### src/rtl/pwm_regs_pkg.sv
// Register map, timing constants and FSM states shared by the PWM ramp master.
// The PWM/LED slave decodes word addresses and answers reads one cycle after acceptance.
package pwm_regs_pkg;

  localparam logic [7:0] ADDR_PERIOD = 8'h00;
  localparam logic [7:0] ADDR_DUTY   = 8'h01;
  localparam logic [7:0] ADDR_COUNT  = 8'h02;

  localparam int PWM_READ_LATENCY = 1;

  typedef enum logic [2:0] {
    IDLE,
    WR_PERIOD,
    WR_DUTY,
    RD_DUTY,
    RD_WAIT,
    WAIT_STEP
  } state_t;

endpackage

### src/rtl/pwm_ramp_step.sv
// Next point of the triangle duty ramp, clamped to 0 and PERIOD at the turning points.
// The sum is formed at 33 bits so a duty near the top of the word never wraps.
module pwm_ramp_step #(
  parameter int PERIOD    = 255,
  parameter int DUTY_STEP = 1
) (
  input  logic [31:0] duty,
  input  logic        up,
  output logic [31:0] next_duty,
  output logic        next_up
);

  logic [32:0] sum;

  always_comb begin
    sum       = {1'b0, duty} + 33'(DUTY_STEP);
    next_duty = duty;
    next_up   = up;
    if (up) begin
      if (sum >= 33'(PERIOD)) begin
        next_duty = 32'(PERIOD);
        next_up   = 1'b0;
      end else begin
        next_duty = sum[31:0];
      end
    end else begin
      if ({1'b0, duty} <= 33'(DUTY_STEP)) begin
        next_duty = '0;
        next_up   = 1'b1;
      end else begin
        next_duty = duty - 32'(DUTY_STEP);
      end
    end
  end

endmodule

### src/rtl/pwm_ramp_master.sv
// Avalon-MM master that programs the PWM period once, then walks the duty register
// through a triangle wave, reading every duty write back and flagging any mismatch.
module pwm_ramp_master
  import pwm_regs_pkg::*;
#(
  parameter int PERIOD      = 255,
  parameter int DUTY_STEP   = 1,
  parameter int STEP_CYCLES = 50000
) (
  input  logic        clk,
  input  logic        reset,
  input  logic        enable,
  output logic [7:0]  m0_address,
  output logic        m0_read,
  output logic        m0_write,
  output logic [31:0] m0_writedata,
  input  logic [31:0] m0_readdata,
  input  logic        m0_waitrequest,
  output logic        busy,
  output logic [31:0] duty_level,
  output logic        error
);

  localparam int TW = $clog2(STEP_CYCLES + 1);

  // Handshake: a request (m0_read or m0_write, never both) is accepted on a rising
  // edge with m0_waitrequest low; until then address, read, write and writedata hold.
  state_t        state;
  logic [31:0]   duty;
  logic          dir_up;
  logic [TW-1:0] timer;
  logic [31:0]   next_duty;
  logic          next_up;
  logic          accepted;

  pwm_ramp_step #(
    .PERIOD   (PERIOD),
    .DUTY_STEP(DUTY_STEP)
  ) u_step (
    .duty     (duty),
    .up       (dir_up),
    .next_duty(next_duty),
    .next_up  (next_up)
  );

  assign accepted = (m0_read | m0_write) & ~m0_waitrequest;
  assign busy     = (state != IDLE);

  always_ff @(posedge clk) begin
    if (reset) begin
      state        <= IDLE;
      m0_address   <= '0;
      m0_read      <= 1'b0;
      m0_write     <= 1'b0;
      m0_writedata <= '0;
      duty_level   <= '0;
      error        <= 1'b0;
      duty         <= '0;
      dir_up       <= 1'b1;
      timer        <= '0;
    end else begin
      case (state)
        IDLE: begin
          if (enable) begin
            state        <= WR_PERIOD;
            m0_address   <= ADDR_PERIOD;
            m0_write     <= 1'b1;
            m0_writedata <= 32'(PERIOD);
          end
        end
        WR_PERIOD: begin
          if (accepted) begin
            if (enable) begin
              state        <= WR_DUTY;
              m0_address   <= ADDR_DUTY;
              m0_writedata <= duty;
            end else begin
              state        <= IDLE;
              m0_address   <= '0;
              m0_write     <= 1'b0;
              m0_writedata <= '0;
            end
          end
        end
        // A duty write is always followed by its readback, even if enable drops.
        WR_DUTY: begin
          if (accepted) begin
            duty_level   <= duty;
            state        <= RD_DUTY;
            m0_write     <= 1'b0;
            m0_writedata <= '0;
            m0_read      <= 1'b1;
          end
        end
        RD_DUTY: begin
          if (accepted) begin
            state      <= RD_WAIT;
            m0_read    <= 1'b0;
            m0_address <= '0;
          end
        end
        RD_WAIT: begin
          if (m0_readdata != duty_level) error <= 1'b1;
          timer <= TW'(STEP_CYCLES - 1);
          if (enable) begin
            state <= WAIT_STEP;
          end else begin
            // The step is complete, so a later restart resumes at the next ramp point.
            state  <= IDLE;
            duty   <= next_duty;
            dir_up <= next_up;
          end
        end
        WAIT_STEP: begin
          if (!enable) begin
            state  <= IDLE;
            duty   <= next_duty;
            dir_up <= next_up;
          end else if (timer == '0) begin
            state        <= WR_DUTY;
            duty         <= next_duty;
            dir_up       <= next_up;
            m0_address   <= ADDR_DUTY;
            m0_write     <= 1'b1;
            m0_writedata <= next_duty;
          end else begin
            timer <= timer - 1'b1;
          end
        end
        default: state <= IDLE;
      endcase
    end
  end

endmodule

### config.mk
export PLATFORM = sky130hd
export DESIGN_NAME = pwm_ramp_master
export DESIGN_NICKNAME = d
export VERILOG_FILES = /design/src/rtl/pwm_regs_pkg.sv /design/src/rtl/pwm_ramp_step.sv /design/src/rtl/pwm_ramp_master.sv
export SDC_FILE = /design/constraint.sdc
export NUM_CORES = 1
export LEC_CHECK = 0
export ABC_AREA = 1
export CORE_AREA = 2 2 134 136
export DETAILED_ROUTE_END_ITERATION = 10
export DIE_AREA = 0 0 136 138
export PLACE_DENSITY = 0.67
export SYNTH_ARGS = -nofsm -noshare
export SYNTH_HDL_FRONTEND = slang
export SYNTH_SLANG_ARGS = --single-unit
### constraint.sdc
create_clock -name clk -period 2.3 [get_ports clk]
set_input_delay 0.69 -clock clk [delete_from_list [all_inputs] [get_ports clk]]
set_output_delay 0.69 -clock clk [all_outputs]
set_load 0.03 [all_outputs]
== After elaboration in Yosys (flattened, before gate mapping) ==
Index checks and enable logic that the tools add are counted.

* RAM bits: 0
* Bits in read-only memories: 0
* Logic and storage cells: 98
* Latch bits: 0
* Memories kept: 0
* Bits in registers: 127

* Add/subtract/negate cells: 3
* Multiply operators: 0
* Div/mod/pow operators: 0
* Shifts and indexed selects: 0
* Reductions and logical operators: 16
* Multiplexer cells: 48
* Bitwise gates (word level): 3
* Equality and inequality tests: 16
* $lt $le $gt $ge: 2

{| class="wikitable"
|+ Operators with widths
! cell !! number
|-
| 32-bit 2-to-1 mux || 11
|-
| 32-bit case mux with 4 select lines || 1
|-
| 32-bit case mux with 2 select lines || 1
|-
| 8-bit 2-to-1 mux || 5
|-
| 32-bit by 1-bit adder with 33-bit output (second input constant) || 1
|-
| 33-bit by 8-bit greater-or-equal comparator with 1-bit output (second input constant) || 1
|-
| 32-bit by 1-bit <= comparator with 1-bit output (second input constant) || 1
|-
| 16-bit 2-to-1 mux || 2
|-
| 32-bit != test || 1
|-
| 16-bit case mux with 2 select lines || 1
|-
| 8-bit case mux with 4 select lines || 1
|-
| 32-bit by 1-bit subtractor with 32-bit output (second input constant) || 1
|-
| 3-bit 2-to-1 mux || 7
|-
| 2-bit != test (second input constant) || 9
|-
| 3-bit case mux with 6 select lines || 1
|-
| 16-bit logical NOT || 1
|-
| 16-bit by 1-bit subtractor with 16-bit output (second input constant) || 1
|-
| 1-bit 2-to-1 mux || 14
|-
| 6-bit AND reduction || 2
|-
| 3-bit AND reduction || 3
|-
| 4-bit nonzero test || 2
|-
| 7-bit AND reduction || 1
|-
| 3-bit by 2-bit == test with 1-bit output (second input constant) || 2
|-
| 3-bit == test (second input constant) || 2
|-
| other kinds (13) || 16
|}

== Logic depth before layout (Yosys ltp) ==
Gate-level depths: netlist of the first run.

* Word-level depth: 7
* Depth in mapped cells: 19

== Hierarchy ==
Synthesis of the first run repeated with hierarchy kept, for this count alone.

* Cell total of the unflattened synthesis: 1268
* Area total of the unflattened synthesis: 7818.7 µm²

{| class="wikitable"
|+ By module, submodules not included
! module !! cells each !! sequential area each (µm²) !! times used !! area each (µm²)
|-
| pwm_ramp_master || 794 || 2402.3 || 1 || 5545.3
|-
| pwm_ramp_step || 474 || 0.0 || 1 || 2273.4
|}

== Worst setup path after synthesis of the first run ==
OpenSTA, ideal clock, no wires.

* Kind: reg2reg
* Start point: register duty[0]
* End point: register duty[2]
* Stages on the path, launching flop included: 19
* Setup slack: 152 ps
* Arrival time: 2039 ps
* Required time: 2191 ps
* Cells stage by stage: dfxtp_1 -> ha_1 -> nand2_1 -> nor2_4 -> nand2_2 -> nor2_2 -> nand2_1 -> nand2_1 -> nand2_1 -> nor2_2 -> nand2_1 -> nor2_2 -> nand2_2 -> nor2_4 -> nand4_1 -> nand2_1 -> nand2_1 -> nand2_1 -> inv_1

* Longest elaborated chain between the ends: 7

{| class="wikitable"
|+ RTL lines
! what !! line !! source
|-
| start, declared || pwm_ramp_master.sv:29 || <nowiki>logic [31:0] duty;</nowiki>
|-
| start signal, assigned || pwm_ramp_master.sv:110 || <nowiki>duty <= next_duty;</nowiki>
|-
| start signal, assigned || pwm_ramp_master.sv:117 || <nowiki>duty <= next_duty;</nowiki>
|-
| start signal, assigned || pwm_ramp_master.sv:121 || <nowiki>duty <= next_duty;</nowiki>
|-
| 32-bit by 1-bit adder with 33-bit output || pwm_ramp_step.sv:16 || <nowiki>sum = {1'b0, duty} + 33'(DUTY_STEP);</nowiki>
|-
| 33-bit by 8-bit greater-or-equal comparator with 1-bit output || pwm_ramp_step.sv:20 || <nowiki>if (sum >= 33'(PERIOD)) begin</nowiki>
|-
| 32-bit 2-to-1 mux || pwm_ramp_step.sv:20 ||
|-
| 32-bit 2-to-1 mux (*) || pwm_ramp_step.sv:19 || <nowiki>if (up) begin</nowiki>
|-
| 32-bit 2-to-1 mux || pwm_ramp_master.sv:119 || <nowiki>end else if (timer == '0) begin</nowiki>
|-
| 32-bit 2-to-1 mux || pwm_ramp_master.sv:115 || <nowiki>if (!enable) begin</nowiki>
|-
| 32-bit case mux with 2 select lines (*) || pwm_ramp_master.sv:62 || <nowiki>case (state)</nowiki>
|}

Every way passes the cells marked *; elsewhere a longest branch is shown, timed or not. The select of a mux whose other input is x is not followed.
A chain may end at the register's enable or synchronous reset.

== Worst setup path after layout of the first run ==
* Start point: register duty[0]
* End point: register duty[6]

Same word-level chain as after synthesis.

==> results of run 1 <==
[repair_timing]
| action | 4_1_cts | 5_1_grt |
|---|---|---|
| pin swaps | 16 | 40 |
| setup buffers | 9 | 9 |
| setup endpoints to repair | 38 | 46 |
| resized for setup | 35 | 76 |
[flip-flops by register name, indices dropped and copies added, names as in the netlist]
name          flops
m0_address        1
timer            16
m0_writedata     32
m0_read           1
duty             32
state             3
error             1
duty_level       32
dir_up            1
m0_write          1
[Yosys cell counts (4+ instances only)]
| cell | count | area share [%] |
|---|---|---|
| sky130_fd_sc_hd__or2_2 | 4 | 0.33 |
| sky130_fd_sc_hd__nor2_2 | 20 | 1.6 |
| sky130_fd_sc_hd__ha_1 | 5 | 0.82 |
| sky130_fd_sc_hd__a31oi_1 | 7 | 0.57 |
| sky130_fd_sc_hd__nor2_1 | 116 | 5.7 |
| sky130_fd_sc_hd__nand3_1 | 65 | 4.2 |
| sky130_fd_sc_hd__nand2_1 | 277 | 14 |
| sky130_fd_sc_hd__buf_2 | 20 | 1.3 |
| sky130_fd_sc_hd__nor3_1 | 9 | 0.59 |
| sky130_fd_sc_hd__o21ai_0 | 96 | 6.3 |
| sky130_fd_sc_hd__xor2_1 | 24 | 2.7 |
| sky130_fd_sc_hd__xnor2_1 | 25 | 2.9 |
| sky130_fd_sc_hd__o22ai_1 | 18 | 1.5 |
| sky130_fd_sc_hd__nor4_1 | 6 | 0.49 |
| sky130_fd_sc_hd__nor2_4 | 14 | 2.1 |
| sky130_fd_sc_hd__nand4_1 | 22 | 1.8 |
| sky130_fd_sc_hd__clkbuf_1 | 29 | 1.4 |
| sky130_fd_sc_hd__inv_2 | 12 | 0.59 |
| sky130_fd_sc_hd__nand2_2 | 13 | 1.1 |
| sky130_fd_sc_hd__a211oi_1 | 8 | 0.78 |
| sky130_fd_sc_hd__dfxtp_1 | 120 | 31 |
| sky130_fd_sc_hd__o21ai_1 | 7 | 0.46 |
| sky130_fd_sc_hd__inv_1 | 112 | 5.5 |
| sky130_fd_sc_hd__buf_4 | 10 | 0.98 |
| sky130_fd_sc_hd__a21oi_1 | 114 | 7.4 |
[worst paths after layout]
kind              slack, ps  cells past startpoint                          start                            end
setup / recovery        -80                     17           duty[0]$_SDFFE_PP0P_           duty[6]$_SDFFE_PP0P_
hold / removal          460                      2  m0_writedata[23]$_SDFFE_PP0P_  m0_writedata[23]$_SDFFE_PP0P_
setup reg to reg        -80                     17           duty[0]$_SDFFE_PP0P_           duty[6]$_SDFFE_PP0P_
hold reg to reg         460                      2  m0_writedata[23]$_SDFFE_PP0P_  m0_writedata[23]$_SDFFE_PP0P_
[cells in the final DEF (no fill, tap or decap), types with 8 or more instances in the layout]
cell type,instances
sky130_fd_sc_hd__inv_2,14
sky130_fd_sc_hd__o21ai_0,94
sky130_fd_sc_hd__o22ai_2,10
sky130_fd_sc_hd__clkbuf_16,18
sky130_fd_sc_hd__dfxtp_1,102
sky130_fd_sc_hd__nand2_2,23
sky130_fd_sc_hd__xnor2_1,25
sky130_fd_sc_hd__inv_1,108
sky130_fd_sc_hd__nand3_1,57
sky130_fd_sc_hd__nor3_1,9
sky130_fd_sc_hd__a211oi_1,8
sky130_fd_sc_hd__nand2_1,265
sky130_fd_sc_hd__a21oi_1,112
sky130_fd_sc_hd__xor2_1,21
sky130_fd_sc_hd__nand4_1,22
sky130_fd_sc_hd__o22ai_1,8
sky130_fd_sc_hd__buf_4,121
sky130_fd_sc_hd__dfxtp_2,16
sky130_fd_sc_hd__nor2_2,29
sky130_fd_sc_hd__nor2_1,98
sky130_fd_sc_hd__clkdlybuf4s50_1,102
sky130_fd_sc_hd__nor2_4,23
[layer usage]
metal	track usage [%]	part of all wire, %	up-vias
li1	-	-	4252
met1	35.98	42	3957
met2	43.75	48	339
met3	4.510	6.0	76
met4	12.94	4.2	0
met5	0	0	-
[cells by family (layout without fill, tap and decap cells)]
group | after synthesis | count (layout) | synth area share, %
adder cells (fa/ha/maj) | 5 | 5 | 0.8151
XOR/XNOR | 49 | 49 | 5.592
AND/OR/NAND/NOR | 562 | 562 | 33.70
other | 1 | 7 | 0.04886
AO/OA/AOI/OAI | 259 | 259 | 17.98
flip-flops | 120 | 120 | 31.30
buffers and inverters | 192 | 394 | 10.56
[stage by stage]
step	std cells	total power, µW	setup TNS [ps]	instance area, µm²	hold slack, ps
2_1_floorplan	1194	5000	0	7697	443.5
3_3_place_gp	1575	6336	-5626	9638	454.7
3_5_place_dp	1575	6366	-9967	9638	456.7
4_1_cts	1616	9733	-149.6	10520	465.7
5_1_grt	1625	10590	-4082	10880	476.4
6_report	1625	10060	-491.6	10880	461.3
[layout make-up]
cell class | instances | area [µm²]
sequential | 120 | 2430
inverter | 127 | 485.5
timing repair buffer | 235 | 2135
clock buffer | 20 | 456.7
fill | 1642 | 6655
multi-input combinational | 882 | 4842
tap | 229 | 286.5
clock inverter | 12 | 244.0
[worst min-delay path, stage by stage, from the launching register on]
cell                      delay (ps)
sky130_fd_sc_hd__dfxtp_1         310
sky130_fd_sc_hd__nand2_1          60
sky130_fd_sc_hd__a21oi_1          50
[power by group through the flow]
stage | Combinational (µW) | Sequential (µW) | Clock, µW
CTS | 4030 | 2440 | 3260
finish | 4390 | 2450 | 3230
floorplan | 2340 | 2660 | 0
global route | 4770 | 2470 | 3350
global placement | 3850 | 2480 | 0
detailed placement | 3890 | 2480 | 0
==> results.env, run 1 <==
CLOCK.FMAX_GHz=0.4203
FINAL_MIN_PERIOD_OVER_CLOCK_PERIOD_PCT=103.4
SEQPWRFRAC_PCT=24.3
SYNTH_ASYNC_SR_FLOP_SHARE_PCT=0
GRT_START_MAX_NET_PINS=66
CRITICALPATHCATEGORY='reg2reg'
LAYOUT.CORE_UTILIZATION_PCT=62.05
CHIPHEIGHT_UM=138
SYNTH.LIB_CELLS_USED.DISTINCT=50
COUNT_OF_STATE_ELEMENTS_AFTER_SYNTHESIS=120
GP_ROUTABILITY_CONGESTION=0.9663
VIOLATIONS='negative setup slack'
CTS-ROOT-TO-SINK-BUFFERS=2
DIE-AREA_MM2=0.01877
CRITICAL_PATH_ARRIVAL_PS=2700
GRT_SETUP_UNREPAIRED='true'
POST_SYNTH_INSTANCE_AREA_MM2=0.007675
VIAS_IN_THE_FIRST_GLOBAL_ROUTE=8028
CP.REQUIRED_PS=2630
VIA_COUNT=8624
INT_POWER_uW=6229
CTS-ROOT-BUF='sky130_fd_sc_hd__clkbuf_16'
POSTSYNTHCELLCOUNT=1188
ANT_NETS=0
START_UTIL_PCT=43.77
MASTER_OF_THE_SLOWEST_INSTANCE_ON_THE_CRITICAL_PATH='sky130_fd_sc_hd__dfxtp_4'
SYN_AREA_PER_CELL_UM2=6.460
CRITICAL_PATH_SOURCE_TYPE='flip-flop'
NUMBER_OF_ANTENNA_VIOLATIONS_AT_THE_FIRST_CHECK_IN_GLOBAL_ROUTING=0
SYN2LAYOUT_AREA_GROWTH_PCT=41.75
CLOCK_POWER_SHARE_PCT=32.1
DETAILEDPLACE.WORSTSLACK_PS=-279.7
CTS_TREE='yes'
SYNTH-MAIN-FF-CELL='sky130_fd_sc_hd__dfxtp_1'
HTREE_NUM_LEVELS=4
INSERTION_DELAY_PS=430
IO_BUFFERS=104
MAX-CAP-VIOLATIONS=0
WORST_CLOCK_SKEW_PS=9.508
SYNTH-SEQ-AREA-SHARE_PCT=31.30
TOTALWIRELENGTH_UM=25850
WORST_PATH_DOMINANT_CELL_FAMILY='simple AND/OR/NAND/NOR gates'
ENDPOINT_KIND='flip-flop'
LEAKAGE_uW=0.004635
TRITONCTS.NUM_BUFFERS=17
DRT-PASS1-ITER-COUNT=7
ROUTE.DETAILED.VIAS_PER_INST=5.307
IOS=112
DETAIL_ROUTE.WL_PER_CELL_UM=15.90
WORST_PATH_MOST_REPEATED_CELL='sky130_fd_sc_hd__nand2_1'
PLACE.DETAILED.HPWL_UM=18930
CRITICAL_PATH_PEAK_FANOUT=7
ANTENNA_CELLS=0
SYNTH_EDF_COUNT=0
FP.COREAREA_MM2=0.01753
POWER.IR.VDD_WORST_mV=0.8109
FLOORPLAN.DIE.WIDTH_UM=136
FINAL_NET_COUNT=1424
CTS_HOLD_REPAIR.BUFFERS=0
TIMING.FINAL.SETUP_VIOLATIONS=14
DRT_DRC_VIOLATIONS_LEFT=0
CP.BUFFERS_INVERTERS=2
TIMING.HOLD.WORST.CLASS='reg2reg'
CRIT_CHAIN='ha_4 -> buf_4 -> nand3_2 -> nor2_4 -> nand2_1 -> nand2_1 -> nor2_2 -> nand3_1 -> nand2_1 -> nor2_1 -> nand2_1 -> nor2_4 -> nand4_1 -> nand2_1 -> nand2_1 -> nand2_1 -> inv_1'
REPORT.FINAL.SLEW_VIOL_COUNT=0
P_PER_AREA_mW_PER_MM2=925.0
STATUS='finished with violations'
DETAIL_ROUTE.ITER0.VIOLATIONS=588
POWER.SHARE.SWITCHING_PCT=38.11
SYNTHESIS.YOSYS.WARNINGS=0
CLKTRANSATPATHREGS_PS=60
DRIVE_GT1_SHARE_PCT=23.21
FINALCRITICALPERIOD_PS=2379
GRT_FIRST_PASS_WIRELENGTH_UM=40810
POWER_FRAC_COMB_PCT=43.6
REPORT.FINAL.HOLD_VIOL_COUNT=0
CRITPATHMAXSTAGEDELAY_PS=360
CLOCK_SINK_COUNT=120
PLACEMENTROWS=49
TIMING.FINAL.WS_SETUP_PS=-79.24
GLOBALROUTETOTALUTIL_PCT=27.42
GR-TOTAL-OVERFLOW=0
POWER_SWITCHING_uW=3835
(Power assumes the default switching activity.)
==> run 2, diff against run 1 <==
- CELL_PAD_IN_SITES_DETAIL_PLACEMENT: not set -> 0
- CELL_PAD_IN_SITES_GLOBAL_PLACEMENT: not set -> 1
- CORE_AREA: 2 2 134 136 -> 2 2 144 146
- DIE_AREA: 0 0 136 138 -> 0 0 146 148
- PLACE_DENSITY: 0.67 -> not set
- PLACE_DENSITY_LB_ADDON: not set -> 0.1
==> results.env, run 2 (synthesis results as in run 1) <==
CTS_HOLD_REPAIR.BUFFERS=0  # unchanged
REPORT.FINAL.SLEW_VIOL_COUNT=0  # unchanged
VIA_COUNT=8616  # -0.093%
TIMING.HOLD.WORST.CLASS='reg2reg'
WORST_R2R_STARTPOINT='duty[0]$_SDFFE_PP0P_'
REG2REG_TO='duty[3]$_SDFFE_PP0P_'
TIMING.FINAL.SETUP_VIOLATIONS=20  # +6
REPORT.POWER.TOTAL_uW=9923  # -1.4%
FP.COREAREA_MM2=0.02004  # +14%
GRT_FIRST_PASS_WIRELENGTH_UM=43950  # +7.7%
DETAIL_ROUTE.WL_PER_CELL_UM=16.63  # +4.5%
P_PER_AREA_mW_PER_MM2=870.6  # -5.9%
ROUTE.DETAILED.VIAS_PER_INST=4.995  # -5.9%
DRT_DRC_VIOLATIONS_LEFT=0  # unchanged
CTS-ROOT-TO-SINK-BUFFERS=2  # unchanged
CTS_TREE='yes'
HOLD_PATH_DEPTH=2  # unchanged
INSERTION_DELAY_PS=430  # about the same
WORSTMARGINPINSLEW_PS=503.1
SYN2LAYOUT_AREA_GROWTH_PCT=48.50
REPORT.FINAL.HOLD_VIOL_COUNT=0  # unchanged
WORSTREGTOREGCELLS=18  # +1
FINAL_NET_COUNT=1483  # +4.1%
CRITPATHMAXSTAGEDELAY_PS=370  # about the same
STATUS='finished with violations'
DETAIL_ROUTE.ITER0.VIOLATIONS=416  # -29%
FILLER_CELL_COUNT=1985  # +21%
WORST_PATH_MOST_REPEATED_CELL='sky130_fd_sc_hd__nand2_1'
HOLDPATHEND='m0_writedata[17]$_SDFFE_PP0P_'
VIOLATIONS='negative setup slack'
DIE-AREA_MM2=0.02161  # +15%
VIAS_IN_THE_FIRST_GLOBAL_ROUTE=7962  # -0.82%
CRITICALPATHCATEGORY='reg2reg'
HTREE_NUM_LEVELS=4  # unchanged
CTS-ROOT-BUF='sky130_fd_sc_hd__clkbuf_16'
ANTENNA_CELLS=0  # unchanged
TIMING.FINAL.WS_SETUP_PS=-99.29  # -20.05 ps
TRITONCTS.NUM_BUFFERS=17  # unchanged
TIMING.SETUP.TNS_PS=-943.9  # -452.3 ps
ENDPOINT_KIND='flip-flop'
GLOBALROUTETOTALUTIL_PCT=26.20  # -1.2 points
DRIVE_GT1_SHARE_PCT=26.94  # +3.7 points
FLOORPLAN.DIE.WIDTH_UM=146  # +7.4%
CLKTRANSATPATHREGS_PS=60  # about the same
CLOCK.FMAX_GHz=0.4168  # -0.84%
FINAL_COMMON_CELL='sky130_fd_sc_hd__nand2_1'
GP_ROUTABILITY_CONGESTION=0.9058  # -6.3%
CRITICAL_PATH_SOURCE_TYPE='flip-flop'
CRITICAL_PATH_ARRIVAL_PS=2720  # +20 ps
MAXSLEWHEADROOM_PCT=66.34
GRT_SETUP_UNREPAIRED='true'
BIGGESTREGSBYFLOPS='duty x32, duty_level x32, m0_writedata x32'
START_UTIL_PCT=38.30  # -5.5 points
MAX-CAP-VIOLATIONS=0  # unchanged
CLOCK_SINK_COUNT=120  # unchanged
MIN-DELAY-START='m0_writedata[17]$_SDFFE_PP0P_'
POWER.IR.VDD_WORST_mV=0.8451  # +4.2%
CRITICAL_PATH_PEAK_FANOUT=7  # unchanged
IOS=112  # unchanged
TOTALWIRELENGTH_UM=28680  # +11%
IO_BUFFERS=104  # unchanged
WORST_CLOCK_SKEW_PS=10.86  # +1.353 ps
FINALCRITICALPERIOD_PS=2399  # +20.05 ps
LAYOUT_COMMON_CELLS='sky130_fd_sc_hd__nand2_1, sky130_fd_sc_hd__buf_4, sky130_fd_sc_hd__inv_1, sky130_fd_sc_hd__a21oi_1, sky130_fd_sc_hd__dfxtp_1'
DRT-PASS1-ITER-COUNT=4  # -3
TIMING.REG2REG.SETUP_SLACK_PS=-100  # -20 ps
MASTER_OF_THE_SLOWEST_INSTANCE_ON_THE_CRITICAL_PATH='sky130_fd_sc_hd__dfxtp_4'
LEAKAGE_uW=0.004901  # +5.7%
ANT_NETS=0  # unchanged
PLACE.DETAILED.HPWL_UM=22340  # +18%
GRT_START_MAX_NET_PINS=66  # unchanged
CP.REQUIRED_PS=2620  # about the same
CHIPHEIGHT_UM=148  # +7.2%
GR-TOTAL-OVERFLOW=0  # unchanged
NUMBER_OF_ANTENNA_VIOLATIONS_AT_THE_FIRST_CHECK_IN_GLOBAL_ROUTING=0  # unchanged
FINAL_MIN_PERIOD_OVER_CLOCK_PERIOD_PCT=104.3  # +0.87 points
PLACEMENTROWS=52  # +6.1%
CRIT_CHAIN='ha_4 -> nand2_4 -> nor2_4 -> buf_12 -> nand3_4 -> buf_4 -> nand2_1 -> nand3_1 -> nor2_2 -> nand2_1 -> nor2_2 -> nand2_2 -> nor2_4 -> nand4_1 -> nand2_1 -> nand2_1 -> nand2_1 -> inv_1'
==> run 2: changes by cell type in the layout (fill, tap and decap cells not counted), sizes merged <==
cell	delta
buf	+61
bufinv	-5
clkbuf	-3
clkinv	+3
clkinvlp	+2
dlygate4sd2	-2
inv	+3
==> run 2: layout make-up <==
cell class	instances	area [µm²]	share of cell area [%]
multi-input cells	882	4930	43.25
repair buffers	294	2600	22.81
flip-flops and latches	120	2436	21.37
inverters	127	499.2	4.380
clock buffers	17	425.4	3.733
well taps	270	337.8	2.964
clock inverters	15	168.9	1.482
==> run 2: what timing repair did <==
| item | 4_1_cts | 5_1_grt |
|---|---|---|
| pin swaps | 30 | 56 |
| buffers inserted | 2 | 18 |
| setup endpoints to repair | 25 | 65 |
| gates resized for setup | 38 | 103 |
==> run 2: per-layer routing <==
layer / wire [µm] / up-vias / track usage (%)
li1: - / 4383 / -
met1: 12730 / 3991 / 32.90
met2: 14140 / 194 / 45.83
met3: 1025 / 48 / 3.796
met4: 785 / 0 / 9.515
met5: 0 / - / 0
==> run 2: through the flow <==
| stage | instance area (µm²) | worst slack, ps | utilization [%] | hold WS (ps) | cells |
|---|---|---|---|---|---|
| 6_report | 11400 | -99.29 | 56.87 | 461.4 | 1725 |
| 5_1_grt | 11400 | -251.1 | 56.87 | 489.7 | 1725 |
| 4_1_cts | 10850 | -65.21 | 54.16 | 462.2 | 1707 |
| 3_5_place_dp | 10130 | -441.7 | 50.54 | 453.0 | 1673 |
| 3_3_place_gp | 10130 | -451.7 | 50.54 | 451.2 | 1673 |
| 2_1_floorplan | 7697 | 151.8 | - | 443.5 | 1194 |
==> run 2: worst max-delay path by stage <==
stage,startpoint,end,slack [ps],cells after the start
floorplan,duty[0]$_SDFFE_PP0P_,duty[2]$_SDFFE_PP0P_,150,18
global placement,m0_readdata[4],error$_SDFFE_PP0P_,-450,7
detailed placement,m0_readdata[4],error$_SDFFE_PP0P_,-440,7
CTS,duty[0]$_SDFFE_PP0P_,duty[3]$_SDFFE_PP0P_,-70,18
global route,duty[0]$_SDFFE_PP0P_,duty[7]$_SDFFE_PP0P_,-250,19
finish,duty[0]$_SDFFE_PP0P_,duty[3]$_SDFFE_PP0P_,-100,18
==> run 2: report_power, final <==
group	total, µW	internal [µW]	switching (µW)
Sequential	2450	2270	177
Clock	2720	1620	1100
Combinational	4750	1990	2770
Total	9920	5880	4050
==> run 2: worst max-delay path, delay by kind of cell (launching register included) <==
kind / cells / cell delay [ps]
simple gates: 14 / 1440
flops: 1 / 370
buf+inv: 3 / 330
fa+ha+maj: 1 / 150
